<file path="src/rtl/countdown_sched_pkg.sv">
// Shared definitions for the countdown scheduler: FSM states, default
// sizing and a helper that locates one requester's field inside the
// packed len bus.
package countdown_sched_pkg;

    // Scheduler FSM states: IDLE arbitrates, RUN owns the counter.
    typedef enum logic {
        IDLE = 1'b0,
        RUN  = 1'b1
    } sched_state_t;

    // Default sizing for the scheduler and its counter.
    localparam int DEF_N_REQ = 4;
    localparam int DEF_CW    = 3;

    // Bit offset of requester idx's length field in a bus of cw-bit fields.
    function automatic int len_lsb(input int idx, input int cw);
        return idx * cw;
    endfunction

endpackage

</file>
<file path="src/rtl/countdown_sched_dcnt_core.sv">
// Shared CW-bit down counter. A load takes priority over counting, and
// counting stops at zero instead of wrapping so zero is a terminal value
// the scheduler can rely on.
module dcnt_core #(
    parameter int CW = countdown_sched_pkg::DEF_CW
) (
    input  logic          clk,
    input  logic          rst,
    input  logic          load,
    input  logic [CW-1:0] load_val,
    input  logic          en,
    output logic [CW-1:0] count,
    output logic          zero
);

    // Counter register: reset clears, load overwrites, enable decrements down to zero.
    always_ff @(posedge clk) begin
        if (!rst) begin
            count <= '0;
        end else if (load) begin
            count <= load_val;
        end else if (en && (count != '0)) begin
            count <= count - 1'b1;
        end
    end

    // Zero flag drives job completion in the scheduler.
    always_comb begin
        zero = (count == '0);
    end

endmodule

</file>
<file path="src/rtl/countdown_sched.sv">
// Round-robin scheduler for one shared down counter. The winning
// requester's length is loaded, the counter runs down to zero, and the
// owner gets a one-cycle done pulse. Abort cancels the job silently.
module countdown_sched
    import countdown_sched_pkg::*;
#(
    parameter int N_REQ = DEF_N_REQ,
    parameter int CW    = DEF_CW
) (
    input  logic                clk,
    input  logic                rst,
    input  logic [N_REQ-1:0]    req,
    input  logic [N_REQ*CW-1:0] len,
    input  logic                abort,
    output logic [N_REQ-1:0]    gnt,
    output logic                busy,
    output logic [CW-1:0]       count,
    output logic [N_REQ-1:0]    done
);

    localparam int PW = $clog2(N_REQ);

    sched_state_t   state, state_next;
    logic [PW-1:0]  owner, owner_next;
    logic [PW-1:0]  ptr, ptr_next;
    logic [N_REQ-1:0] done_next;

    logic           found;
    logic [PW-1:0]  win;
    logic [CW-1:0]  win_len;

    logic           cnt_load;
    logic [CW-1:0]  cnt_load_val;
    logic           cnt_en;
    logic           cnt_zero;

    // Pointer to the requester after the given one, wrapping at N_REQ.
    function automatic logic [PW-1:0] next_index(input logic [PW-1:0] cur);
        if (cur == PW'(N_REQ - 1)) begin
            return '0;
        end
        return cur + 1'b1;
    endfunction

    // Round-robin search: first set request starting at ptr and wrapping upward.
    always_comb begin
        int idx;
        found = 1'b0;
        win   = '0;
        idx   = 0;
        for (int i = 0; i < N_REQ; i++) begin
            idx = int'(ptr) + i;
            if (idx >= N_REQ) begin
                idx = idx - N_REQ;
            end
            if (!found && req[PW'(idx)]) begin
                found = 1'b1;
                win   = PW'(idx);
            end
        end
    end

    // Pick the winner's length field out of the packed len bus.
    always_comb begin
        win_len = '0;
        for (int i = 0; i < N_REQ; i++) begin
            if (win == PW'(i)) begin
                win_len = len[len_lsb(i, CW) +: CW];
            end
        end
    end

    // Next-state logic: grant in IDLE, count down or finish/abort in RUN.
    always_comb begin
        state_next   = state;
        owner_next   = owner;
        ptr_next     = ptr;
        done_next    = '0;
        cnt_load     = 1'b0;
        cnt_load_val = '0;
        cnt_en       = 1'b0;
        case (state)
            IDLE: begin
                if (found) begin
                    state_next   = RUN;
                    owner_next   = win;
                    cnt_load     = 1'b1;
                    cnt_load_val = win_len;
                end
            end
            RUN: begin
                if (abort) begin
                    state_next   = IDLE;
                    ptr_next     = next_index(owner);
                    cnt_load     = 1'b1;
                    cnt_load_val = '0;
                end else if (cnt_zero) begin
                    state_next       = IDLE;
                    ptr_next         = next_index(owner);
                    done_next[owner] = 1'b1;
                end else begin
                    cnt_en = 1'b1;
                end
            end
            default: begin
                state_next = IDLE;
            end
        endcase
    end

    // State, owner, round-robin pointer and done pulse registers.
    always_ff @(posedge clk) begin
        if (!rst) begin
            state <= IDLE;
            owner <= '0;
            ptr   <= '0;
            done  <= '0;
        end else begin
            state <= state_next;
            owner <= owner_next;
            ptr   <= ptr_next;
            done  <= done_next;
        end
    end

    // Grant is the owner's one-hot while running; busy mirrors it.
    always_comb begin
        gnt = '0;
        if (state == RUN) begin
            gnt[owner] = 1'b1;
        end
        busy = |gnt;
    end

    dcnt_core #(
        .CW(CW)
    ) u_dcnt (
        .clk      (clk),
        .rst      (rst),
        .load     (cnt_load),
        .load_val (cnt_load_val),
        .en       (cnt_en),
        .count    (count),
        .zero     (cnt_zero)
    );

endmodule
</file>
<file path="config.mk">
export PLATFORM = sky130hd
export DESIGN_NAME = countdown_sched
export DESIGN_NICKNAME = d
export VERILOG_FILES = /design/src/rtl/countdown_sched_pkg.sv /design/src/rtl/countdown_sched_dcnt_core.sv /design/src/rtl/countdown_sched.sv
export SDC_FILE = /design/constraint.sdc
export NUM_CORES = 1
export LEC_CHECK = 0
export ABC_AREA = 1
export CAP_MARGIN = 10
export CORE_MARGIN = 5
export CORE_UTILIZATION = 35
export CTS_BUF_LIST = sky130_fd_sc_hd__clkbuf_4
export CTS_CLUSTER_DIAMETER = 150
export DETAILED_ROUTE_END_ITERATION = 10
export SYNTH_ARGS = -nofsm -noshare
export SYNTH_HDL_FRONTEND = slang
export SYNTH_HIERARCHICAL = 1
export SYNTH_SLANG_ARGS = --single-unit
</file>
<file path="constraint.sdc">
create_clock -name clk -period 2.1 [get_ports clk]
set_clock_uncertainty 0.05 [all_clocks]
set_input_delay 0.21 -clock clk [delete_from_list [all_inputs] [get_ports clk]]
set_output_delay 0.21 -clock clk [all_outputs]
set_load 0.05 [all_outputs]
</file>
==> flow_metrics.py, run 1 <==
metrics = {
    "cts": {
        "clk_latency_ns": 0.27,
        "cts_tree": "done",
        "cts.sinks": 12,
        "clockBufferDepth": 2,
        "htreeDepth": 1,
        "clk_pin_slew_ns": 0.08,
        "cts_hold_buf": 0,
        "cts_made_buffers": 3,
        "cts-root-buf": "clkbuf_4",
    },
    "grt": {
        "grt_first_pass_wirelength_um": 4060,
        "antenna_found_initial": 0,
        "grt-ovfl-total": 0,
        "grt_max_degree": 10,
        "grt_usage_pct": 11.8,
        "grt_pass1_vias": 981,
    },
    "worst_hold_path": {
        "min_path_cells": 2,
        "hp-class": "reg2reg",
        "min_from": "owner[1]",
        "min_to": "owner[1]",
    },
    "drt": {
        "wl_met3_um": 131,
        "drt_iter0_markers": 35,
        "wirelength_um": 2590,
        "drtPass1Iterations": 4,
        "wl_met2_um": 1210,
        "m1WireLength_um": 1220,
        "wl_per_cell_um": 10.6,
        "drc": 0,
        "top_layer": "met4",
        "ant_nets": 0,
        "vias": 1156,
        "routed_via_density": 4.72,
    },
    "layout": {
        "fin_nets": 240,
        "antenna_cells": 0,
        "layout.cells.non_filler": 245,
        "fill_cells": 278,
        "post-route-util_pct": 55.0,
        "drive_gt1_share_pct": 22.4,
        "syn_to_final_growth_pct": 48.1,
    },
    "timing": {
        "setup_ws_ns": 0.0628,
        "rsz0062_at_grt": "yes",
        "finalSetupTns_ns": 0,
        "fmax_mhz": 491,
        "fin_crit_ns": 2.04,
        "finalHoldViolCount": 0,
        "fin_crit_sh_pct": 97.0,
        "tightestPinTransition_ns": 0.503,
        "slew_viol_final": 0,
        "finalSetupViolCount": 0,
        "maxSlewHeadroom_pct": 66.4,
        "hold_ws_ns": 0.500,
    },
    "synthesis": {
        "syn_nets": 198,
        "synth_edf_count": 0,
        "ys_warn_count": 6,
        "avgSynthCellArea_um2": 5.97,
        "synth_common_cells": "nand2_1 (54), inv_1 (30), nor2_1 (14), o21ai_0 (13), dfxtp_1 (12)",
        "synthMostInstantiatedCell": "nand2_1",
        "synth.distinct_cells": 22,
        "synth_flop_cell": "dfxtp_1",
        "ys_async_sr_fraction_pct": 0,
        "seq_area_frac_synth_pct": 23.3,
        "netlist_instances": 173,
        "synthTopCellsByArea": "dfxtp_1 (23%), nand2_1 (20%), inv_1 (11%)",
        "syn_area_mm2": 0.00103,
        "yosysTopAreaCellShare_pct": 23.3,
        "synth_top_area_cell": "dfxtp_1",
        "ys_ff_latch": 12,
    },
    "setup_path": {
        "critPathCaptureType": "register",
        "critPathMaxFanout": 6,
        "path_delay_family": "simple AND/OR/NAND/NOR gates",
        "r2r-end": "u_dcnt/count[2]",
        "r2r_setup_slack_ns": 0.06,
        "crit_chain": "buf_6 > nand2_1 > nand2_2 > nand2_2 > nand2_2 > nor2_4 > nand3_2 > nand2_2 > buf_4 > nand3_4 > o21ai_0 > a21oi_1 > nand2_1 > o21ai_0 > nor2_1 > nor2_1",
        "reg2reg_depth": 16,
        "slowest_delay_ns": 0.37,
        "slowest_stage": "dfxtp_4",
        "crit_type": "reg2reg",
        "path_common_cell": "nand2_2",
        "cp.arrival_ns": 2.16,
        "r2r-start": "ptr[0]",
        "path_buf_inv": 2,
        "required_ns": 2.22,
        "cp-start-kind": "register",
    },
    "placement": {
        "dpl_worst_slack_ns": -0.201,
        "dp_hpwl_um": 1990,
        "post-place-cells": 237,
        "portBuffers": 30,
        "gp_congestion": 0.851,
    },
    "floorplan": {
        "fp-row-count": 19,
        "die_w_um": 64.3,
        "start_util_pct": 37.1,
        "die_h_um": 64.3,
        "die_area_mm2": 0.00414,
        "io_pins": 31,
        "core_area_mm2": 0.00278,
    },
    "power": {
        "power_density_mw_per_mm2": 1350,
        "peakVddDrop_v": 0.000895,
        "static-leakage-power_nw": 0.793,
    },
    "flow_run": {
        "cap_violations": 0,
    },
    "status": {
        "status": "completed",
    },
}
## registers in the layout (all words and copies together), names as in the netlist
signal,count
done,4
owner,2
ptr,2
state,1
u_dcnt/count,3
## layer usage
layer | track usage [%] | vias to the layer above
met5 | 0 | -
li1 | - | 613
met1 | 15.1 | 512
met4 | 3.05 | 0
met3 | 3.68 | 2
met2 | 19.2 | 29
## layout make-up
cell class / instances / area, um^2 / area share (%)
clock buffers: 3 / 22.5 / 1.47
inverters: 34 / 133 / 8.67
clock inverters: 1 / 3.75 / 0.245
well taps: 31 / 38.8 / 2.54
flip-flops and latches: 12 / 248 / 16.2
repair buffers: 39 / 370 / 24.2
multi-input cells: 125 / 713 / 46.6
## cells in the final DEF (no fill, tap or decap), types with 3 or more instances in the layout
| cell type | count |
|---|---|
| nand3_1 | 5 |
| nor2_1 | 14 |
| inv_1 | 30 |
| nand3_4 | 3 |
| nand2_2 | 12 |
| o21ai_0 | 6 |
| buf_4 | 10 |
| clkbuf_4 | 3 |
| ha_1 | 6 |
| o21ai_1 | 5 |
| a21oi_1 | 5 |
| dfxtp_1 | 10 |
| clkdlybuf4s50_1 | 26 |
| nand2_1 | 50 |
## power breakdown
part	internal [mW]	switching, mW
combinational	0.615	0.942
sequential	0.295	0.0632
clock	0.0688	0.0792
## stage by stage
stage	power [mW]	area [um^2]
floorplan	1.34	1030
global placement	1.67	1390
detailed placement	1.67	1390
CTS	1.83	1410
global route	2.26	1530
finish	2.06	1530
## worst register-to-register path, stage by stage (launching register included)
cell     delay, ns
dfxtp_4       0.37
buf_6         0.13
nand2_1       0.07
nand2_2       0.08
nand2_2       0.08
nand2_2       0.06
nor2_4        0.13
nand3_2       0.08
nand2_2       0.11
buf_4         0.13
nand3_4       0.11
o21ai_0       0.19
a21oi_1       0.06
nand2_1       0.07
o21ai_0       0.08
nor2_1        0.12
nor2_1        0.04
## how the worst max path moves through the flow
stage / end / slack, ns / cells past startpoint / start
after floorplan: u_dcnt/count[1] / 0.21 / 9 / u_dcnt/count[0]
after global placement: u_dcnt/count[0] / -0.16 / 19 / req[0]
after detailed placement: u_dcnt/count[0] / -0.20 / 18 / req[0]
after CTS: u_dcnt/count[0] / 0.03 / 17 / ptr[1]
after global routing: u_dcnt/count[0] / -0.09 / 20 / ptr[0]
final: u_dcnt/count[2] / 0.06 / 16 / ptr[0]
## cell families after synthesis
kind of cell | share of synthesized area (%)
and+or+nand+nor | 43.9
buffers and inverters | 13.8
adders and majority gates | 7.27
DFF | 23.3
AOI/OAI and AO/OA | 11.8
## what timing repair did
item                                    CTS  global route
gates resized for setup                   0            30
endpoints found under the setup margin    0             4
buffers inserted                          0             4
No activity file was read; power rests on OpenSTA's default activity.
==> run 2: changes to the inputs <==
==> constraint.sdc (replaced) <==
create_clock -name clk -period 2.1 [get_ports clk]
set_clock_uncertainty 0.05 [all_clocks]
set_input_delay 0.315 -clock clk [delete_from_list [all_inputs] [get_ports clk]]
set_output_delay 0.315 -clock clk [all_outputs]
set_load 0.05 [all_outputs]
==> run 2 against run 1 <==
Against the previous run:
- cell count increased by 0.41%
- combinational power about the same
- highest routed layer is now met3
- core utilization increased by 1.3 points
==> flow_metrics.py, run 2 (same netlist as run 1, synthesis figures left out) <==
metrics = {
    "timing": {
        "fmax_mhz": 507,
        "finalSetupViolCount": 0,
        "rsz0062_at_grt": "yes",
        "finalSetupTns_ns": 0,
        "fin_crit_ns": 1.97,
        "setup_ws_ns": 0.129,
        "slew_viol_final": 0,
        "fin_crit_sh_pct": 93.9,
        "tightestPinTransition_ns": 0.505,
        "finalHoldViolCount": 0,
        "maxSlewHeadroom_pct": 66.2,
        "hold_ws_ns": 0.501,
    },
    "placement": {
        "placed_area_mm2": 0.00139,
        "portBuffers": 30,
        "post-place-cells": 238,
        "gp_congestion": 0.864,
        "dp_hpwl_um": 2060,
        "dpl_worst_slack_ns": -0.274,
    },
    "layout": {
        "antenna_cells": 0,
        "design_area_mm2": 0.00157,
        "layout.cells.non_filler": 246,
        "syn_to_final_growth_pct": 51.8,
        "fin_nets": 242,
        "fill_cells": 278,
        "reg.largest.list": "done (4), u_dcnt/count (3)",
        "regMostFlops": "done",
        "layout_commonest_cell": "nand2_1",
        "post-route-util_pct": 56.3,
        "mostFrequentLayoutCells": "nand2_1 (43), inv_1 (26), clkdlybuf4s50_1 (22), nand2_2 (18)",
        "drive_gt1_share_pct": 30.2,
        "largest_register_ffs": 4,
    },
    "cts": {
        "cts_hold_buf": 0,
        "clk_pin_slew_ns": 0.07,
        "cts.sinks": 12,
        "clockBufferDepth": 2,
        "cts-root-buf": "clkbuf_4",
        "htreeDepth": 1,
        "cts_tree": "done",
        "clk_latency_ns": 0.27,
        "cts_made_buffers": 3,
    },
    "grt": {
        "antenna_found_initial": 0,
        "grt_first_pass_wirelength_um": 4350,
        "grt_max_degree": 11,
        "grt_usage_pct": 12.6,
        "grt_pass1_vias": 1065,
        "grt-ovfl-total": 0,
    },
    "drt": {
        "vias": 1161,
        "wl_per_cell_um": 10.7,
        "wirelength_um": 2640,
        "drtPass1Iterations": 4,
        "ant_nets": 0,
        "routed_via_density": 4.72,
        "drt_iter0_markers": 36,
        "drc": 0,
    },
    "setup_path": {
        "critPathMaxFanout": 6,
        "cp.arrival_ns": 2.14,
        "slowest_stage": "dfxtp_4",
        "cp-start-kind": "register",
        "slowest_delay_ns": 0.36,
        "critPathCaptureType": "register",
        "path_buf_inv": 1,
        "r2r-start": "ptr[0]",
        "required_ns": 2.27,
        "crit_chain": "buf_6 > nand2_2 > nand2_4 > nand2_2 > nand2_2 > nor2_4 > nand3_2 > nand2_2 > nand2_4 > nor2_4 > nand2_1 > nand2_1 > nand2_1 > a21oi_2 > nand2_1 > o21ai_0 > nor2_1 > nor2_1",
        "path_delay_family": "simple AND/OR/NAND/NOR gates",
        "crit_type": "reg2reg",
        "crit_path_start": "ptr[0]",
    },
    "floorplan": {
        "die_area_mm2": 0.00414,
        "die_h_um": 64.3,
        "start_util_pct": 37.1,
        "fp-row-count": 19,
        "io_pins": 31,
        "die_w_um": 64.3,
        "core_area_mm2": 0.00278,
    },
    "power": {
        "power_frac_clock_pct": 6.6,
        "comb_power_share_pct": 76.5,
        "p_total_mw": 2.08,
        "peakVddDrop_v": 0.000789,
        "p_int_mw": 0.990,
        "power_density_mw_per_mm2": 1330,
        "power_switching_mw": 1.09,
        "pwr-share-seq_pct": 16.9,
        "p_sw_share_pct": 52.4,
        "static-leakage-power_nw": 0.820,
    },
    "flow_run": {
        "cap_violations": 0,
    },
    "worst_hold_path": {
        "hp-class": "reg2reg",
        "min_from": "u_dcnt/count[0]",
    },
    "status": {
        "status": "completed",
    },
}
[run 2: changes by cell type in the layout (fill, tap and decap cells not counted), sizes merged]
| cell | previous run | this run |
|---|---|---|
| dlymetal6s2s | 1 | 4 |
| clkinv | 1 | 0 |
| clkdlybuf4s50 | 26 | 22 |
| buf | 12 | 15 |
[run 2: timing repair]
| item | 4_1_cts | 5_1_grt |
|---|---|---|
| resized for setup | 0 | 43 |
| endpoints found under the setup margin | 0 | 3 |
| buffers inserted | 0 | 4 |
[run 2: area by class of cell]
cell class / count / area, um^2 / area share (%)
Clock buffer: 3 / 22.5 / 1.44
Inverter: 34 / 130 / 8.31
Multi-Input combinational cell: 125 / 739 / 47.2
Sequential cell: 12 / 245 / 15.7
Tap cell: 31 / 38.8 / 2.48
Timing Repair Buffer: 41 / 390 / 24.9
[run 2: metal layers]
metal | up-vias | global-route usage [%] | wire (um)
li1 | 616 | - | -
met4 | 0 | 4.58 | 0
met5 | - | 0 | 0
met1 | 516 | 16.1 | 1250
met2 | 29 | 20.3 | 1230
met3 | 0 | 2.98 | 149
[run 2: final timing paths]
kind	cells past startpoint	endpoint	slack, ns
max	18	u_dcnt/count[1]	0.13
min	2	u_dcnt/count[0]	0.50
max reg2reg	18	u_dcnt/count[1]	0.13
min reg2reg	2	u_dcnt/count[0]	0.50
[run 2: power by group through the flow]
stage                     clock network [mW]  registers, mW  logic (mW)
after floorplan                            0          0.424       0.912
after detailed placement                   0          0.344        1.34
final                                  0.138          0.351        1.59
after global placement                     0          0.342        1.33
after CTS                              0.144          0.339        1.35
after global routing                   0.154          0.362        1.79
[run 2: worst register-to-register path, cell delays in order, from the launching register on]
cell	delay, ns
dfxtp_4	0.36
buf_6	0.13
nand2_2	0.08
nand2_4	0.06
nand2_2	0.07
nand2_2	0.06
nor2_4	0.13
nand3_2	0.07
nand2_2	0.10
nand2_4	0.08
nor2_4	0.12
nand2_1	0.06
nand2_1	0.06
nand2_1	0.07
a21oi_2	0.12
nand2_1	0.05
o21ai_0	0.07
nor2_1	0.07
nor2_1	0.07
